File: src/rtl/rtc_time_set_ctrl.sv
// RTC time-set sequencer: snapshot, edit hour/minute, commit with one modify pulse.
// Optional alarm editing and matching when RTC_TIME_SET_ALARM_EN is defined.
module rtc_time_set_ctrl #(
    parameter int TIMEOUT_CYCLES = 1000000000,
    parameter int MODIFY_CYCLES  = 4
) (
    input  logic       i_clk,
    input  logic       i_reset,
    input  logic       i_btn_mode,
    input  logic       i_btn_up,
    input  logic       i_btn_down,
    input  logic [7:0] i_rtc_sec,
    input  logic [7:0] i_rtc_min,
    input  logic [7:0] i_rtc_hour,
    output logic       o_modify,
    output logic [7:0] o_im_min,
    output logic [7:0] o_im_hour,
    output logic [2:0] o_state,
    output logic       o_busy,
    output logic       o_alarm
);

    typedef enum logic [2:0] {
        S_IDLE      = 3'd0,
        S_EDIT_HOUR = 3'd1,
        S_EDIT_MIN  = 3'd2,
        S_ALM_HOUR  = 3'd3,
        S_ALM_MIN   = 3'd4,
        S_COMMIT    = 3'd5
    } state_t;

    localparam int CMAX = (TIMEOUT_CYCLES > MODIFY_CYCLES) ?
                          TIMEOUT_CYCLES : MODIFY_CYCLES;
    localparam int CW = $clog2(CMAX) + 1;
    localparam logic [CW-1:0] TMO_LAST = CW'(TIMEOUT_CYCLES - 1);
    localparam logic [CW-1:0] MOD_LAST = CW'(MODIFY_CYCLES - 1);

    // Wrapping increment/decrement; out-of-range values fold back into range.
    function automatic logic [7:0] f_step(
        input logic [7:0] v,
        input logic [7:0] vmax,
        input logic       inc,
        input logic       dec
    );
        logic [7:0] r;
        r = v;
        if (inc) begin
            r = (v >= vmax) ? 8'd0 : v + 8'd1;
        end else if (dec) begin
            r = (v == 8'd0 || v > vmax) ? vmax : v - 8'd1;
        end
        f_step = r;
    endfunction

    state_t        r_state;
    state_t        w_state_nx;
    logic [CW-1:0] r_cnt;
    logic [CW-1:0] w_cnt_nx;
    logic          r_modify;
    logic          r_busy;
    logic [7:0]    r_im_hour;
    logic [7:0]    r_im_min;
    logic [7:0]    w_im_hour_nx;
    logic [7:0]    w_im_min_nx;
    logic          w_inc;
    logic          w_dec;
    logic          w_btn;
    logic          w_tmo;
    logic          w_clr;

`ifdef RTC_TIME_SET_ALARM_EN
    logic [7:0] r_ae_hour;
    logic [7:0] r_ae_min;
    logic [7:0] w_ae_hour_nx;
    logic [7:0] w_ae_min_nx;
    logic [7:0] r_alm_hour;
    logic [7:0] r_alm_min;
    logic       r_armed;
    logic       r_match;
    logic       r_alarm;
    logic       w_match;
    logic       w_commit_entry;
`endif

    assign w_inc = i_btn_up & ~i_btn_down & ~i_btn_mode;
    assign w_dec = i_btn_down & ~i_btn_up & ~i_btn_mode;
    assign w_btn = i_btn_mode | i_btn_up | i_btn_down;
    assign w_tmo = (r_cnt == TMO_LAST) && !w_btn;

    always_comb begin
        w_state_nx   = r_state;
        w_im_hour_nx = r_im_hour;
        w_im_min_nx  = r_im_min;
`ifdef RTC_TIME_SET_ALARM_EN
        w_ae_hour_nx = r_ae_hour;
        w_ae_min_nx  = r_ae_min;
`endif
        unique case (r_state)
            S_IDLE: begin
                if (i_btn_mode) begin
                    w_state_nx   = S_EDIT_HOUR;
                    w_im_hour_nx = i_rtc_hour;
                    w_im_min_nx  = i_rtc_min;
                end
            end
            S_EDIT_HOUR: begin
                if (i_btn_mode) begin
                    w_state_nx = S_EDIT_MIN;
                end else if (w_tmo) begin
                    w_state_nx = S_IDLE;
                end else begin
                    w_im_hour_nx = f_step(r_im_hour, 8'd23, w_inc, w_dec);
                end
            end
            S_EDIT_MIN: begin
                if (i_btn_mode) begin
`ifdef RTC_TIME_SET_ALARM_EN
                    w_state_nx   = S_ALM_HOUR;
                    w_ae_hour_nx = r_alm_hour;
                    w_ae_min_nx  = r_alm_min;
`else
                    w_state_nx = S_COMMIT;
`endif
                end else if (w_tmo) begin
                    w_state_nx = S_IDLE;
                end else begin
                    w_im_min_nx = f_step(r_im_min, 8'd59, w_inc, w_dec);
                end
            end
`ifdef RTC_TIME_SET_ALARM_EN
            S_ALM_HOUR: begin
                if (i_btn_mode) begin
                    w_state_nx = S_ALM_MIN;
                end else if (w_tmo) begin
                    w_state_nx = S_IDLE;
                end else begin
                    w_ae_hour_nx = f_step(r_ae_hour, 8'd23, w_inc, w_dec);
                end
            end
            S_ALM_MIN: begin
                if (i_btn_mode) begin
                    w_state_nx = S_COMMIT;
                end else if (w_tmo) begin
                    w_state_nx = S_IDLE;
                end else begin
                    w_ae_min_nx = f_step(r_ae_min, 8'd59, w_inc, w_dec);
                end
            end
`endif
            S_COMMIT: begin
                if (r_cnt == MOD_LAST) begin
                    w_state_nx = S_IDLE;
                end
            end
            default: begin
                w_state_nx = S_IDLE;
            end
        endcase
    end

    // One counter serves as edit timeout and as commit pulse length.
    assign w_clr = (w_state_nx != r_state) ||
                   (w_btn && r_state != S_COMMIT);

    always_comb begin
        w_cnt_nx = '0;
        if (!w_clr && r_state != S_IDLE) begin
            w_cnt_nx = r_cnt + CW'(1);
        end
    end

    always_ff @(posedge i_clk) begin
        if (i_reset) begin
            r_state   <= S_IDLE;
            r_cnt     <= '0;
            r_modify  <= 1'b0;
            r_busy    <= 1'b0;
            r_im_hour <= 8'd0;
            r_im_min  <= 8'd0;
        end else begin
            r_state   <= w_state_nx;
            r_cnt     <= w_cnt_nx;
            r_modify  <= (w_state_nx == S_COMMIT);
            r_busy    <= (w_state_nx != S_IDLE);
            r_im_hour <= w_im_hour_nx;
            r_im_min  <= w_im_min_nx;
        end
    end

`ifdef RTC_TIME_SET_ALARM_EN
    assign w_commit_entry = (w_state_nx == S_COMMIT) &&
                            (r_state != S_COMMIT);
    assign w_match = r_armed &&
                     (i_rtc_hour == r_alm_hour) &&
                     (i_rtc_min == r_alm_min) &&
                     (i_rtc_sec == 8'd0);

    always_ff @(posedge i_clk) begin
        if (i_reset) begin
            r_ae_hour  <= 8'd0;
            r_ae_min   <= 8'd0;
            r_alm_hour <= 8'd0;
            r_alm_min  <= 8'd0;
            r_armed    <= 1'b0;
            r_match    <= 1'b0;
            r_alarm    <= 1'b0;
        end else begin
            r_ae_hour <= w_ae_hour_nx;
            r_ae_min  <= w_ae_min_nx;
            if (w_commit_entry) begin
                r_alm_hour <= r_ae_hour;
                r_alm_min  <= r_ae_min;
                r_armed    <= 1'b1;
            end
            r_match <= w_match;
            r_alarm <= w_match & ~r_match;
        end
    end

    assign o_alarm = r_alarm;
`else
    logic w_unused_sec;
    assign w_unused_sec = ^i_rtc_sec;
    assign o_alarm      = 1'b0;
`endif

    assign o_state   = r_state;
    assign o_modify  = r_modify;
    assign o_busy    = r_busy;
    assign o_im_hour = r_im_hour;
    assign o_im_min  = r_im_min;

endmodule

File: config.mk
export PLATFORM = sky130hd
export DESIGN_NAME = rtc_time_set_ctrl
export DESIGN_NICKNAME = d
export VERILOG_FILES = /design/src/rtl/rtc_time_set_ctrl.sv
export SDC_FILE = /design/constraint.sdc
export NUM_CORES = 1
export LEC_CHECK = 0
export CAP_MARGIN = 0
export CORE_MARGIN = 4
export CORE_UTILIZATION = 55
export DETAILED_ROUTE_END_ITERATION = 10
export PLACE_DENSITY = 0.87
export SYNTH_ARGS = -nofsm -noshare
export SYNTH_HDL_FRONTEND = slang
export SYNTH_SLANG_ARGS = --single-unit
export TNS_END_PERCENT = 20
File: constraint.sdc
create_clock -name i_clk -period 2.4 [get_ports i_clk]
set_input_delay 0.24 -clock i_clk [delete_from_list [all_inputs] [get_ports i_clk]]
set_output_delay 0.24 -clock i_clk [all_outputs]
set_load 0.05 [all_outputs]
==> summary.md, run 1 <==
| Metric | Value |
|---|---|
| Status | complete, no violations |
| Distinct cell type count after synthesis | 58 |
| DR WL met2 | 4.13 mm |
| Synth top area share | 0.297 |
| # placed instances | 520 |
| Fmax | 0.439 GHz |
| FF-to-FF Start | r_cnt[10]$_SDFF_PP0_ |
| Final hold slack | between 0.4 and 0.5 ns |
| Min Tclk post-route | 2.28 ns |
| Post-synth EDFFs | 0 |
| Peak VDD IR | between 0.3 and 0.4 mV |
| Vias/cell | between 6 and 7 |
| Setup_tns | 0 ns |
| Hold Crit Depth | 3 |
| H-tree levels | 2 |
| Final Hold Vio Count | 0 |
| Max_cap viols | 0 |
| Post-CTS Repair Setup Buffers | 0 |
| Antenna viol nets, final | 0 |
| Post-synth ARST share | 0 |
| CP max FO | 31 |
| Syn-to-layout area delta | 18.7% |
| Worst-Margin Slew | around 0.53 ns |
| Clock Latency Late Sink | between 0.3 and 0.4 ns |
| RSZ-0062 raised after global routing | false |
| DRC | 0 |
| Wl on met1 | around 3.8 mm |
| Worst reg-to-reg path cell count | 7 |
| TritonRoute pass-1 iters | 5 |
| Ports | about 50 |
| Chip height | between 80 and 90 µm |
| WP data required | around 2.6 ns |
| Avg Inst Size Synth | approximately 8.4 µm² |
| Non-Filler Instances | 528 |
| Skew final | a little over 0.009 ns |
| First-pass GRT wire length | around 15 mm |
| Synth area leaders | dfxtp_1 (30%), nor4_2 (11%), xnor2_1 (6.0%) |
| Final period util | 0.949 |
| Setup violations, final | 0 |
| Nets | 488 |
| Post-Syn Area | about 0.0035 mm² |
| Worst setup SP type | flop |
| Via Count | roughly 3,400 |
| Pins Over Slew Limit | 0 |
| Initial core utilization | 0.578 |
| Crit path largest cell delay | approximately 0.55 ns |
| Port bufs | 41 |
| GR Overflow Total | 0 |
| DIE AREA | 0.00771 mm² |
| Top FF cell, synth | dfxtp_1 |
| Root buf cell | clkbuf_8 |
| HP Start | i_rtc_hour[7] |
| N_diodes | 0 |
| WL/cell | roughly 16 µm |
| Clock sinks | 52 |
| Relative slew slack | 0.639 |
| Crit Reg-Reg Endpoint | r_cnt[21]$_SDFF_PP0_ |
| Dpl cell area | between 0.004 and 0.005 mm² |
| WL final | 8.57 mm |
| Worst Hold Path EP | o_im_hour[7]$_SDFFE_PP0P_ |
| Syn. warnings | 0 |
| CTS Hold Bufs | 0 |
| Metal3 WL | around 580 µm |
| CTS tree | done |
| Leakage | 1.27 nW |
| R2R setup slack | ~0.12 ns |
| Vias in the first global route | 3,148 |
| Slowest stage cell, crit path | or4_4 |
| Total CTS buffers | 5 |
| HPWL Detailed | roughly 6.1 mm |
| Worst hold path class | input port to flop |
| Layout cells sized above 1 | 0.166 |
| Cts repair resizes | 0 |
| Critical path endpoint category | flop |
| Sequential element share of the synthesized area | 0.297 |
| Initial antenna violation count | 0 |
| CP cell instances | or4_4, nor4_4, nand4_2, buf_4, a21oi_4, buf_12, nor4_2 |
| Top sig layer | met4 |
| Row count | 28 |
| CTS clk-pin slew, worst paths | approximately 0.10 ns |
| GRT Util Overall | 0.237 |
| Setup Crit Path Kind | flop to flop |
| FF+latch count, synth | 52 |
| Fillers | around 480 |
| Core area | a little over 0.006 mm² |
| DRT iter0 DRCs | between 300 and 400 |
| Post-route cell area | 0.00416 mm² |
| Final RePlAce weighted congestion | between 0.9 and 1 |
| PwrDens | 500 mW/mm² |
| Critical path data arrival time | about 2.5 ns |
| Gate Count Post-Synth | 415 |
| Clk buf depth | 2 |
| Syn nets | roughly 450 |
| Area leader, netlist | dfxtp_1 |
| Die X | just under 90 µm |
| Largest net degree at the start of global routing | 32 |
[cells in the mapped netlist (all sizes together), types with 4 or more instances]
library cell   n
nand3         19
a211oi         9
buf           11
nor2b          6
or4            6
and3           7
inv           16
nor3          21
a2111oi        5
xnor2         24
clkbuf        20
nor2          33
o221ai         5
dfxtp         52
or3            6
o21ai         11
nand2         24
nor3b          6
mux2i          4
or2            4
xor2          11
ha             7
nor4          40
nand4         12
a21oi         19
[critical path, delay by kind of cell, from the launching register on]
family / cells / cell delay [ns]
compound gates: 1 / 0.16
buf+inv: 2 / 0.45
flops: 1 / 0.36
simple gates: 4 / 1.19
[area by class of cell]
type                    instances  area, µm²  share of cell area
multi-input cells             316       2270               0.547
flip-flops and latches         52       1040               0.250
repair buffers                 61        598               0.144
well taps                      75       93.8              0.0226
clock buffers                   5       68.8              0.0166
inverters                      16       60.1              0.0144
clock inverters                 3       21.3             0.00512
[stage by stage]
stage	setup WS, ns	total power [W]	util
floorplan	0.145	0.00136	-
global placement	0.138	0.00154	0.670
detailed placement	0.0937	0.00156	0.670
CTS	0.124	0.00207	0.685
global route	0.0457	0.00217	0.686
finish	0.121	0.00208	0.686
[registers in the layout, indices dropped and copies added, names as in the netlist]
name       cells
o_im_min       8
o_busy         1
o_state        3
r_cnt         31
o_modify       1
o_im_hour      8
[layout by cell type, fill, tap and decap left out, types with 6 or more instances in the layout]
| cell | n |
|---|---|
| nor2_1 | 33 |
| nand3_1 | 19 |
| nor4_1 | 8 |
| ha_1 | 7 |
| nand4_1 | 11 |
| xnor2_1 | 24 |
| a211oi_1 | 8 |
| nand2_1 | 24 |
| dfxtp_1 | 52 |
| xor2_1 | 11 |
| buf_4 | 17 |
| nor4_2 | 31 |
| clkdlybuf4s50_1 | 41 |
| inv_1 | 16 |
| nor3b_1 | 6 |
| a21oi_1 | 18 |
| nor2b_1 | 6 |
| and3_1 | 7 |
| or3_1 | 6 |
| o21ai_0 | 9 |
| nor3_1 | 21 |
[layer usage]
layer	up-vias	global-route usage
met4	0	0.0739
met3	12	0.0376
met5	-	0
met2	124	0.390
met1	1600	0.320
li1	1616	-
[how the worst max path moves through the flow]
stage | from | end | cells past startpoint
floorplan | o_im_min[4]$_SDFFE_PP0P_ | o_im_min[2]$_SDFFE_PP0P_ | 6
global placement | i_btn_down | r_cnt[1]$_SDFF_PP0_ | 8
detailed placement | i_btn_down | r_cnt[1]$_SDFF_PP0_ | 8
CTS | r_cnt[10]$_SDFF_PP0_ | r_cnt[21]$_SDFF_PP0_ | 7
global route | r_cnt[10]$_SDFF_PP0_ | r_cnt[4]$_SDFF_PP0_ | 7
finish | r_cnt[10]$_SDFF_PP0_ | r_cnt[21]$_SDFF_PP0_ | 7
[power breakdown]
group	leakage (nW)	switching [W]	internal (W)
Clock	0.0445	0.000319	0.000208
Sequential	0.423	0.0000490	0.000893
Combinational	0.800	0.000368	0.000240
[cells by family (layout without fill, tap and decap cells)]
kind of cell	after synthesis	in the layout	synth area share
AO/OA/AOI/OAI	73	73	0.150
XOR/XNOR	35	35	0.0876
adder cells (fa/ha/maj)	7	7	0.0250
buffers and inverters	47	85	0.0604
flip-flops	52	52	0.297
multiplexers	4	4	0.0114
other	1	1	0.00107
AND/OR/NAND/NOR	196	196	0.367
(Power assumes the default switching activity.)
==> run 2: changes to the inputs <==
--- a/config.mk
+++ b/config.mk
@@ -6,6 +6,7 @@
 export NUM_CORES = 1
 export LEC_CHECK = 0
 export CAP_MARGIN = 0
+export CORE_ASPECT_RATIO = 1.2
 export CORE_MARGIN = 4
 export CORE_UTILIZATION = 55
 export DETAILED_ROUTE_END_ITERATION = 10
==> summary.md, run 2 (synthesized netlist as in run 1, its figures left out) <==
| Metric | Value |
|---|---|
| Status | complete, no violations |
| Vias/cell | between 6 and 7 |
| Clock Latency Late Sink | about 0.31 ns |
| Peak VDD IR | 0.328 mV |
| Initial antenna violation count | 0 |
| H-tree levels | 2 |
| Min Tclk post-route | approximately 2.3 ns |
| CTS tree | done |
| Worst setup path start | r_cnt[18]$_SDFF_PP0_ |
| Root buf cell | clkbuf_8 |
| Antenna viol nets, final | 0 |
| CTS Hold Bufs | 0 |
| Post-route cell area | ~0.0042 mm² |
| Via Count | 3,375 |
| Pins Over Slew Limit | 0 |
| Setup violations, final | 0 |
| Largest register by flop count | r_cnt |
| CTS clk-pin slew, worst paths | around 0.10 ns |
| Row count | 31 |
| Leakage | around 1.3 nW |
| Final period util | 0.961 |
| Setup Crit Path Kind | flop to flop |
| GR Overflow Total | 0 |
| Largest net degree at the start of global routing | 32 |
| Worst-Margin Slew | about 0.52 ns |
| First-pass GRT wire length | roughly 15 mm |
| Clock sinks | 52 |
| Worst hold path class | input port to flop |
| Slowest stage cell, crit path | or4_1 |
| WP data required | ~2.6 ns |
| Port bufs | 41 |
| DRC | 0 |
| Register Area | 0.00104 mm² |
| Crit path largest cell delay | approximately 0.6 ns |
| HPWL Detailed | 6.28 mm |
| Syn-to-layout area delta | 20.4% |
| Largest register FFs | 31 |
| Skew final | 0.00613 ns |
| Relative slew slack | 0.647 |
| Clk buf depth | 2 |
| GRT Util Overall | 0.239 |
| Worst Path Buf+Inv | 1 |
| Die X | 80.8 µm |
| Multi-input combinational cell area | about 0.0023 mm² |
| HP Start | i_rtc_hour[5] |
| Ports | 51 |
| CP max FO | 15 |
| Total CTS buffers | 5 |
| Commonest non-fill, non-tap cell in the layout | dfxtp_1 |
| Dpl cell area | approximately 0.0041 mm² |
| Fmax | around 0.43 GHz |
| Most frequent cells in the layout | dfxtp_1 (52), clkdlybuf4s50_1 (41), nor2_1 (33) |
| TritonRoute pass-1 iters | 6 |
| CP cell instances | or4_1, nor4_4, nand4_2, a211oi_4, clkbuf_16, nor4_2 |
| Nets | 491 |
| Vias in the first global route | roughly 3,300 |
| Layout cells sized above 1 | 0.169 |
| Chip height | 95.4 µm |
| Critical path data arrival time | about 2.5 ns |
| Worst setup SP type | flop |
| Critical path endpoint category | flop |
| Core area | 0.00613 mm² |
| Initial core utilization | 0.571 |
| PwrDens | 495 mW/mm² |
| WL/cell | 16.8 µm |
| WL final | a little over 9 mm |
| DIE AREA | approximately 0.0077 mm² |
| Final Hold Vio Count | 0 |
| Max_cap viols | 0 |
| N_diodes | 0 |
| Fillers | around 500 |
| CP top delay family | simple AND/OR/NAND/NOR gates |
| DRT iter0 DRCs | 159 |
| Final RePlAce weighted congestion | 0.981 |
| FF-to-FF Start | r_cnt[18]$_SDFF_PP0_ |
| Total power | about 0.0021 W |
-- run 2: cell count changes in the layout (fill, tap and decap cells not counted), sizes merged --
| cell | previous run | this run |
|---|---|---|
| clkinvlp | 1 | 0 |
| clkinv | 1 | 2 |
| inv | 17 | 16 |
| clkbuf | 5 | 7 |
| buf | 20 | 22 |
-- run 2: worst register-to-register path: stages, from the launching register on --
cell       delay [ns]
dfxtp_1          0.35
or4_1            0.60
nor4_4           0.35
nand4_2          0.19
a211oi_4         0.37
clkbuf_16        0.27
nor4_2           0.07
-- run 2: worst paths after layout --
| kind | depth (start not counted) | slack, ns | end |
|---|---|---|---|
| setup / recovery | 6 | 0.09 | r_cnt[6]$_SDFF_PP0_ |
| hold / removal | 3 | 0.48 | o_im_hour[5]$_SDFFE_PP0P_ |
| setup reg to reg | 6 | 0.09 | r_cnt[6]$_SDFF_PP0_ |
| hold reg to reg | 1 | 0.52 | r_cnt[0]$_SDFF_PP0_ |
-- run 2: power breakdown --
group	total (W)	switching, W	internal, W
Sequential	0.000942	0.0000500	0.000892
Combinational	0.000620	0.000370	0.000250
Clock	0.000525	0.000294	0.000231
Total	0.00209	0.000714	0.00137
-- run 2: metrics by stage --
step	TNS (ns)	util	instances	hold WS, ns	setup slack, ns
after floorplan	0	-	415	0.386	0.145
after global placement	0	0.667	528	0.482	0.103
after detailed placement	0	0.667	528	0.516	0.0469
after CTS	0	0.682	536	0.481	0.141
after global routing	-0.00163	0.688	538	0.493	-0.00102
final	0	0.688	538	0.481	0.0942
-- run 2: routing by layer --
metal | track usage | vias up | wire length [µm]
met5 | 0 | - | 0
met4 | 0.100 | 0 | 164
met3 | 0.0406 | 19 | 537
met2 | 0.421 | 132 | 4690
met1 | 0.283 | 1602 | 3670
li1 | - | 1622 | -
-- run 2: cell type report --
type,count,area share
tap,82,0.0243
clock buffer,6,0.0196
sequential,52,0.247
inverter,16,0.0143
multi-input combinational,316,0.538
clock inverter,2,0.00238
timing repair buffer,64,0.154
-- run 2: what timing repair did --
action                                  in CTS  in global routing
endpoints found under the setup margin       0                  1
buffers inserted                             0                  1
resized for setup                            0                  0
==> run 3: changes to the inputs <==
--- a/config.mk
+++ b/config.mk
@@ -10,6 +10,7 @@
 export CORE_MARGIN = 4
 export CORE_UTILIZATION = 55
 export DETAILED_ROUTE_END_ITERATION = 10
+export GPL_TIMING_DRIVEN = 0
 export PLACE_DENSITY = 0.87
 export SYNTH_ARGS = -nofsm -noshare
 export SYNTH_HDL_FRONTEND = slang
==> summary.md, run 3 (synthesized netlist as in run 1, its figures left out) <==
| Metric | Value |
|---|---|
| Clock Latency Late Sink | approximately 0.31 ns |
| Clk buf depth | 2 |
| Row count | 31 |
| DRT iter0 DRCs | 180 |
| Core Util, Final | 0.673 |
| Antenna viol nets, final | 0 |
| Skew final | 0.00956 ns |
| Fillers | roughly 550 |
| Slowest stage cell, crit path | or4_4 |
| Min Tclk post-route | 2.34 ns |
| Pins Over Slew Limit | 0 |
| Root buf cell | clkbuf_8 |
| Crit path largest cell delay | approximately 0.56 ns |
| Most frequent cells in the layout | dfxtp_1 (52), clkdlybuf4s50_1 (40), nor2_1 (33) |
| Worst reg-to-reg path cell count | 6 |
| Commonest non-fill, non-tap cell in the layout | dfxtp_1 |
| Status | complete, no violations |
| Setup_tns | 0 ns |
| DRC | 0 |
| H-tree levels | 2 |
| Via Count | approximately 3,400 |
| Setup violations, final | 0 |
| Clock sinks | 52 |
| TritonRoute pass-1 iters | 4 |
| GRT Util Overall | 0.242 |
| Die X | 80.8 µm |
| Multi-input combinational cell area | roughly 0.0023 mm² |
| GR Overflow Total | 0 |
| Critical path endpoint category | flop |
| N_diodes | 0 |
| Largest register by flop count | r_cnt |
| Worst-Margin Slew | between 0.6 and 0.7 ns |
| Worst hold path class | input port to flop |
| Initial antenna violation count | 0 |
| CTS tree | done |
| Chip height | around 95 µm |
| Ports | 51 |
| Vias in the first global route | 3,201 |
| CP cell instances | or4_4, nor4_4, nand4_2, a21oi_2, buf_2, nor4_2 |
| Register Area | about 0.0010 mm² |
| Fmax | 0.427 GHz |
| Leakage | about 1.2 nW |
| Largest register FFs | 31 |
| Nets | about 500 |
| HPWL Detailed | 6.56 mm |
| CTS clk-pin slew, worst paths | 0.10 ns |
| Total CTS buffers | 5 |
| Worst setup SP type | flop |
| Relative slew slack | 0.579 |
| CTS Hold Bufs | 0 |
| Core area | ~0.006 mm² |
| Initial core utilization | 0.571 |
| Final RePlAce weighted congestion | around 0.93 |
| Hold Crit Depth | 2 |
| Final Hold Vio Count | 0 |
| RSZ-0062 raised after global routing | true |
| Peak VDD IR | approximately 0.33 mV |
| Vias/cell | ~6.2 |
| Setup Crit Path Kind | flop to flop |
| Critical path data arrival time | 2.53 ns |
| Final period util | 0.976 |
| WP data required | approximately 2.6 ns |
| Layout cells sized above 1 | 0.149 |
| Post-CTS Repair Setup Buffers | 0 |
| Largest net degree at the start of global routing | 15 |
| Syn-to-layout area delta | 17.8% |
| First-pass GRT wire length | between 10 and 15 mm |
| WL/cell | around 16 µm |
| CP max FO | 10 |
| WL final | 8.93 mm |
| Port bufs | 40 |
| DIE AREA | around 0.0077 mm² |
| PwrDens | approximately 500 mW/mm² |
| Max_cap viols | 0 |
## run 3: cell types whose count changed in the layout (fill, tap and decap cells not counted), moves of 2 or more
| cell | previous run | this run |
|---|---|---|
| clkbuf_1 | 0 | 20 |
| nor3b_2 | 0 | 3 |
| buf_12 | 4 | 0 |
| nor3b_1 | 6 | 3 |
| buf_4 | 18 | 1 |
| clkbuf_2 | 0 | 2 |
| buf_2 | 0 | 7 |
| buf_6 | 0 | 3 |
| clkinv_2 | 2 | 0 |
## run 3: area by class of cell
class,count,share of cell area
Sequential cell,52,0.252
Timing Repair Buffer,40,0.0971
Buffer,31,0.0373
Multi-Input combinational cell,316,0.552
Tap cell,82,0.0249
Inverter,16,0.0146
Clock buffer,8,0.0218
## run 3: path summary, 6_finish.rpt
kind                              from                        end  slack, ns
max               r_cnt[10]$_SDFF_PP0_       r_cnt[10]$_SDFF_PP0_       0.06
min                            i_reset      o_state[1]$_SDFF_PP0_       0.35
max reg2reg       r_cnt[10]$_SDFF_PP0_       r_cnt[10]$_SDFF_PP0_       0.06
min reg2reg  o_im_hour[1]$_SDFFE_PP0P_  o_im_hour[1]$_SDFFE_PP0P_       0.54
## run 3: timing repair
| action | in CTS | in global routing |
|---|---|---|
| setup endpoints to repair | 2 | 40 |
| gates resized for setup | 1 | 8 |
| endpoints found under the hold margin | 0 | 0 |
## run 3: where the power goes
group          switching, W  internal [W]  leakage, nW
logic              0.000377      0.000221        0.760
registers         0.0000408      0.000892        0.423
clock network      0.000291      0.000236       0.0455
## run 3: metal layers
| metal | GRT usage | wire length, µm |
|---|---|---|
| met4 | 0.0859 | 195 |
| met2 | 0.432 | 4700 |
| met5 | 0 | 0 |
| met3 | 0.0454 | 453 |
| met1 | 0.285 | 3580 |
## run 3: stage by stage
stage / power [W] / hold WS [ns] / area [µm²] / std cells / setup slack [ns]
floorplan: 0.00136 / 0.386 / 3500 / 415 / 0.145
global placement: 0.00153 / 0.516 / 4000 / 537 / -0.320
detailed placement: 0.00154 / 0.521 / 4000 / 537 / -0.356
CTS: 0.00206 / 0.328 / 4100 / 545 / 0.0552
global route: 0.00216 / 0.390 / 4120 / 545 / -0.0490
finish: 0.00206 / 0.352 / 4120 / 545 / 0.0575
## run 3: worst max-delay path, delay by kind of cell (launching register included)
family          cells  cell delay [ns]
compound gates      1             0.29
simple gates        4             1.24
flops               1             0.35
buf+inv             1             0.34
